File: config.mk
export PLATFORM = sky130hd
export DESIGN_NAME = uart8_receiver
export DESIGN_NICKNAME = d
export VERILOG_FILES = /design/src/rtl/uart8_receiver.sv
export SDC_FILE = /design/constraint.sdc
export NUM_CORES = 1
export LEC_CHECK = 0
export CORE_MARGIN = 8
export CORE_UTILIZATION = 58
export DETAILED_ROUTE_END_ITERATION = 8
export GPL_TIMING_DRIVEN = 0
export PLACE_DENSITY = 0.85
export SYNTH_ARGS = -nofsm -noshare
export SYNTH_HDL_FRONTEND = slang
export SYNTH_SLANG_ARGS = --single-unit
File: constraint.sdc
create_clock -name clk -period 3.1 [get_ports clk]
set_input_delay 0.62 -clock clk [delete_from_list [all_inputs] [get_ports clk]]
set_output_delay 0.62 -clock clk [all_outputs]
set_load 0.02 [all_outputs]
File: src/rtl/uart8_receiver.sv
// Oversampled UART receiver: 2-flop input sync, mid-bit start validation, LSB-first data, stop check.
// Optional even-parity bit and perr strobe when UART_PARITY_EN is defined.
module uart8_receiver #(
  parameter int DATA_BITS  = 8,
  parameter int OVERSAMPLE = 16
) (
  input  logic                 clk,
  input  logic                 rst_n,
  input  logic                 en,
  input  logic                 in,
  output logic [DATA_BITS-1:0] out,
  output logic                 done,
  output logic                 busy,
`ifdef UART_PARITY_EN
  output logic                 perr,
`endif
  output logic                 err
);

  localparam int CW = $clog2(OVERSAMPLE);
  localparam int BW = $clog2(DATA_BITS) + 1;

  localparam logic [CW-1:0] HALF_LAST = CW'(OVERSAMPLE / 2 - 1);
  localparam logic [CW-1:0] BIT_LAST  = CW'(OVERSAMPLE - 1);
  localparam logic [BW-1:0] IDX_LAST  = BW'(DATA_BITS - 1);

  localparam logic [2:0] S_IDLE   = 3'd0;
  localparam logic [2:0] S_START  = 3'd1;
  localparam logic [2:0] S_DATA   = 3'd2;
  localparam logic [2:0] S_PARITY = 3'd3;
  localparam logic [2:0] S_STOP   = 3'd4;

  logic [2:0]           state;
  logic                 sync1;
  logic                 rxs;
  logic                 armed;
  logic [CW-1:0]        cnt;
  logic [BW-1:0]        idx;
  logic [DATA_BITS-1:0] shreg;
`ifdef UART_PARITY_EN
  logic                 par;
`endif

  // Nonzero when data plus the even-parity bit has odd weight.
  function automatic logic parity_fail(input logic [DATA_BITS-1:0] d, input logic p);
    return (^d) ^ p;
  endfunction

  // Synchroniser, frame FSM and registered outputs.
  always_ff @(posedge clk) begin
    if (!rst_n) begin
      state <= S_IDLE;
      sync1 <= 1'b1;
      rxs   <= 1'b1;
      armed <= 1'b0;
      cnt   <= '0;
      idx   <= '0;
      shreg <= '0;
      out   <= '0;
      done  <= 1'b0;
      busy  <= 1'b0;
      err   <= 1'b0;
`ifdef UART_PARITY_EN
      par   <= 1'b0;
      perr  <= 1'b0;
`endif
    end else begin
      sync1 <= in;
      rxs   <= sync1;
      done  <= 1'b0;
      err   <= 1'b0;
`ifdef UART_PARITY_EN
      perr  <= 1'b0;
`endif
      case (state)
        S_IDLE: begin
          busy <= 1'b0;
          if (rxs) begin
            armed <= 1'b1;
          end
          // Only a falling edge seen after the line was high may start a frame.
          if (en && armed && !rxs) begin
            state <= S_START;
            cnt   <= '0;
            busy  <= 1'b1;
            armed <= 1'b0;
          end
        end
        S_START: begin
          if (cnt == HALF_LAST) begin
            cnt <= '0;
            if (!rxs) begin
              state <= S_DATA;
              idx   <= '0;
            end else begin
              state <= S_IDLE;
              busy  <= 1'b0;
            end
          end else begin
            cnt <= cnt + 1'b1;
          end
        end
        S_DATA: begin
          if (cnt == BIT_LAST) begin
            shreg <= {rxs, shreg[DATA_BITS-1:1]};
            idx   <= idx + 1'b1;
            cnt   <= '0;
            if (idx == IDX_LAST) begin
`ifdef UART_PARITY_EN
              state <= S_PARITY;
`else
              state <= S_STOP;
`endif
            end
          end else begin
            cnt <= cnt + 1'b1;
          end
        end
`ifdef UART_PARITY_EN
        S_PARITY: begin
          if (cnt == BIT_LAST) begin
            par   <= rxs;
            cnt   <= '0;
            state <= S_STOP;
          end else begin
            cnt <= cnt + 1'b1;
          end
        end
`endif
        S_STOP: begin
          if (cnt == BIT_LAST) begin
            // Return to idle at mid stop bit so a following start bit is not missed.
            state <= S_IDLE;
            cnt   <= '0;
            busy  <= 1'b0;
            done  <= 1'b1;
            err   <= !rxs;
`ifdef UART_PARITY_EN
            perr  <= parity_fail(shreg, par);
            if (rxs && !parity_fail(shreg, par)) begin
              out <= shreg;
            end
`else
            if (rxs) begin
              out <= shreg;
            end
`endif
          end else begin
            cnt <= cnt + 1'b1;
          end
        end
        default: begin
          state <= S_IDLE;
          cnt   <= '0;
          busy  <= 1'b0;
        end
      endcase
    end
  end

endmodule
; After elaboration in Yosys (flattened, before gate mapping)
; Index checks and enable logic that the tools add are counted.
[totals]
register_bits = 33
elab_cells = 65
out_inout_bits = 11
[classes]
n_eq_ne = 13
bitwise = 1
n_reduce_logical = 15
n_addsub = 2
muxes = 23
[ops]
columns = cell, count
row1 = 2-to-1 mux 4 bit, 6
row2 = 2-to-1 mux 3 bit, 5
row3 = "!= test 2 bit, second input constant", 7
row4 = case mux 3 bit (4 select lines), 1
row5 = case mux 4 bit (3 select lines), 1
row6 = "adder 4 x 1 -> 4 bit, second input constant", 2
row7 = "== test 4 x 3 -> 1 bit, second input constant", 2
row8 = case mux 4 bit (2 select lines), 1
row9 = AND reduction 4 bit, 2
row10 = 2-to-1 mux 1 bit, 7
row11 = AND reduction 2 bit, 3
row12 = AND reduction 3 bit, 2
row13 = AND reduction 5 bit, 1
row14 = "== test 4 bit, second input constant", 1
row15 = case mux 1 bit (4 select lines), 1
row16 = nonzero test 2 bit, 2
row17 = "== test 3 x 1 -> 1 bit, second input constant", 1
row18 = "== test 3 x 2 -> 1 bit, second input constant", 1
row19 = "== test 3 bit, second input constant", 1
row20 = zero test 3 bit, 1
row21 = logical AND 1 bit, 2
row22 = 2-to-1 mux 2 bit, 1
row23 = OR reduction 2 bit, 1
row24 = zero test 1 bit, 1
row25 = inverter 1 bit, 1

; Longest topological paths before layout
[depth]
word_depth = 4
mapped_depth = 7
ltp_nobuf = 5

; Least setup slack after synthesis
; No wires, ideal clock.
[synth_timing]
path_type = register to register
from = register rxs
to = register idx[1]
arrival_time_ns = 1.405
t_required_ns = 2.972
synth_period_minus_slack_ns = 1.532
path_slack_ns = 1.568
stages_incl_launch_ff = 5
setup_ns = 0.128
cell_sequence = dfxtp_1 -> or4b_1 -> a211o_1 -> a22oi_1 -> nor2_1
[synth_between]
elab_chain_len = 2
[synth_lines]
columns = element, line
row1 = "start, declared", 35  ; logic rxs;
row2 = "start signal, assigned", 69  ; rxs <= sync1;
row3 = != test 2 bit (no source line), n/a
row4 = AND reduction 4 bit (no source line), n/a
row5 = "end signal, assigned", 106  ; idx <= idx + 1'b1;
row6 = "end, declared", 38  ; logic [BW-1:0] idx;
; No other way between the ends.
; A chain may end at the register's enable or synchronous reset.

; Final worst setup path
[layout_timing]
from = register out[4]
to = output port out[4]
[layout_lines]
columns = element, line
row1 = "start, declared", 11  ; output logic [DATA_BITS-1:0] out,
row2 = "start signal, assigned", 145  ; out <= shreg;
; No word-level cell between the ends.

==> results.json <==
{
  "vias": 1204,
  "cp_num_buf_inv": 1,
  "fin_crit_sh": 0.6178,
  "dpl_cell_area_sq_um": 1582,
  "ys_seq_area_frac": 0.4706,
  "initial_core_util": 0.5881,
  "path_depth": 1,
  "grt_max_degree": 11,
  "core_area_sq_um": 2387,
  "pwr-share-clk": 0.319,
  "fmax_mhz": 522.2,
  "synth_seq_cells": 33,
  "synth_nets": 166,
  "rr_endpoint": "out[4]",
  "fin_hold_ws_ns": 0.4225,
  "die_x_um": 65.20,
  "n_fill_cell": 220,
  "p_switching_uw": 150.9,
  "antenna_cells": 0,
  "grt_pass1_vias": 1027,
  "worst_slack_ns": 1.185,
  "multi_input_area_sq_um": 700.7,
  "area_growth_pct": 15.69,
  "worstMarginPinSlew_ns": 0.4888,
  "r2r_start": "cnt[0]",
  "clk_latency_ns": 0.33,
  "status": "completed",
  "maxSlewViolCount": 0,
  "routed_wl_um": 2971,
  "regArea_sq_um": 660.6,
  "clockRootBuffer": "clkbuf_4",
  "drc": 0,
  "critPathSlowestCell": "clkdlybuf4s50_1",
  "slew_headroom": 0.6723,
  "cts.sinks": 33,
  "cp-end-kind": "output port",
  "crit_arrival_ns": 1.30,
  "cp-start-kind": "flop",
  "num_io_pins": 15,
  "cts_resized": 0,
  "drv_cap": 0,
  "powerDensity_nw_per_um2": 409.6,
  "cts_inserted_buffers": 5,
  "combPwrFrac": 0.035,
  "fin_cells": 210,
  "finalSetupViolCount": 0,
  "synth-edff-count": 0,
  "dp.cells": 204,
  "clockBufferDepth": 2,
  "reg2regPathDepth": 7,
  "wl_per_cell_um": 14.15,
  "clkSlewWorstSetupHoldPaths_ns": 0.08,
  "htreeDepth": 2,
  "seq_power_share": 0.646,
  "path_cells": "clkdlybuf4s50_1",
  "critPathMaxStageDelay_ns": 0.61,
  "netlist_instances": 160,
  "grt.overflow.total": 0,
  "yosys_most_used_dff": "dfxtp_1",
  "yosys_warnings": 0,
  "critPathCapture": "out[4]",
  "ant_nets": 0,
  "die_area_sq_um": 4250,
  "worstPathMaxFanout": 2,
  "port_buffers": 14,
  "synthArstFlopShare": 0,
  "final_nets": 187,
  "hpwl_um": 2102,
  "dp_slack_ns": 0.9671,
  "hold_violations": 0,
  "cts_tree": "done",
  "dieHeight_um": 65.20,
  "p_sw_frac": 0.2268,
  "r2r_slack_ns": 1.34,
  "avgSynthCellArea_sq_um": 8.774,
  "viasPerCell": 5.733,
  "ir_drop_v": 0.0003670,
  "p_int_uw": 514.4,
  "crit_required_ns": 2.48,
  "ys_types": 42,
  "placement_rows": 18,
  "period_needed_ns": 1.915,
  "ctsHoldBuffers": 0,
  "netlist_area_sq_um": 1404,
  "grt_pass1_wl_um": 4836,
  "finalSetupTns_ns": 0,
  "drive_above_1_share": 0.07222,
  "leakagePower_uw": 0.0006236,
  "min_path_type": "flop to flop",
  "gp_congestion": 0.8751,
  "finClkSkew_ns": 0.008911,
  "cpLargestDelayFamily": "buffers and inverters",
  "final_area_sq_um": 1624,
  "critPathKind": "flop to output port",
  "antenna_found_initial": 0,
  "crit_start": "out[4]",
  "grtUsageTotal": 0.1478,
  "first_pass_iters": 4,
  "rsz0062_at_grt": "false",
  "drt_iter0_markers": 58,
  "post_cts_buffers": 0
}
## cell usage after synthesis (2+ instances only)
| library cell | number | area [sq um] |
|---|---|---|
| a22oi_1 | 3 | 22.52 |
| clkbuf_1 | 4 | 15.01 |
| ha_1 | 2 | 25.02 |
| nand3b_1 | 3 | 22.52 |
| nand4_1 | 2 | 12.51 |
| nand2_1 | 30 | 112.6 |
| nor2_1 | 17 | 63.81 |
| nand3_1 | 3 | 15.01 |
| buf_2 | 4 | 20.02 |
| a21oi_1 | 13 | 65.06 |
| dfxtp_1 | 33 | 660.6 |
| nand2b_1 | 5 | 31.28 |
| mux2i_1 | 9 | 90.09 |
| o21ai_0 | 2 | 10.01 |
| xnor2_1 | 3 | 26.28 |
## how the worst min path moves through the flow
stage | startpoint | endpoint | cells after the start | slack, ns
final | sync1 | rxs | 1 | 0.42
after global routing | sync1 | rxs | 1 | 0.45
after global placement | sync1 | rxs | 1 | 0.39
after detailed placement | sync1 | rxs | 1 | 0.41
after floorplan | sync1 | rxs | 1 | 0.39
after CTS | sync1 | rxs | 1 | 0.43
## sequential cells by signal, summed over array words and instances (netlist names)
register / count
out: 8
done: 1
sync1: 1
busy: 1
rxs: 1
armed: 1
err: 1
idx: 4
cnt: 4
state: 3
shreg: 8
## cells in the final DEF (no fill, tap or decap), drive strengths merged, types with 2 or more instances in the layout
master,Yosys,final
a21oi,13,13
nor3,2,2
o21ai,3,3
clkdlybuf4s50,0,14
nor2,17,17
nand4,2,2
xnor2,3,3
clkinv,1,2
mux2i,9,9
nand3b,3,3
nand3,3,3
clkbuf,4,9
buf,4,4
nand2b,5,5
nand2,30,30
a22oi,3,3
dfxtp,33,33
ha,2,2
## logic make-up after synthesis
logic type,after synthesis,synth area share
simple gates,73,0.2567
flops,33,0.4706
compound gates,29,0.1337
buf+inv,10,0.03030
mux,10,0.07219
xor+xnor,3,0.01872
fa+ha+maj,2,0.01782
## layout make-up
class / instances / area share
Clock inverter: 1 / 0.003082
Tap cell: 30 / 0.02311
Inverter: 2 / 0.004622
Clock buffer: 5 / 0.02311
Buffer: 8 / 0.02157
Timing Repair Buffer: 14 / 0.08629
Sequential cell: 33 / 0.4068
Multi-Input combinational cell: 117 / 0.4314
## power by group through the flow
stage	combinational (uW)	sequential [uW]	clock, uW
2_1_floorplan	13.2	439	0
3_3_place_gp	22.3	439	0
3_5_place_dp	23.3	440	0
4_1_cts	23.3	430	217
5_1_grt	25.6	430	237
6_report	23.4	430	212
## routing by layer
metal  global-route usage  vias to the layer above  share of wire
met5                    0                        -              0
met1               0.1541                      562           0.42
met3              0.06973                       10          0.067
li1                     -                      598              -
met2               0.2448                       34           0.49
met4              0.07357                        0          0.029
## stage by stage
stage	power, uW	util
2_1_floorplan	452.1	-
3_3_place_gp	461.5	0.6625
3_5_place_dp	462.8	0.6625
4_1_cts	670.4	0.6803
5_1_grt	692.8	0.6803
6_report	665.3	0.6803
Power figures use the tool's default switching activity.
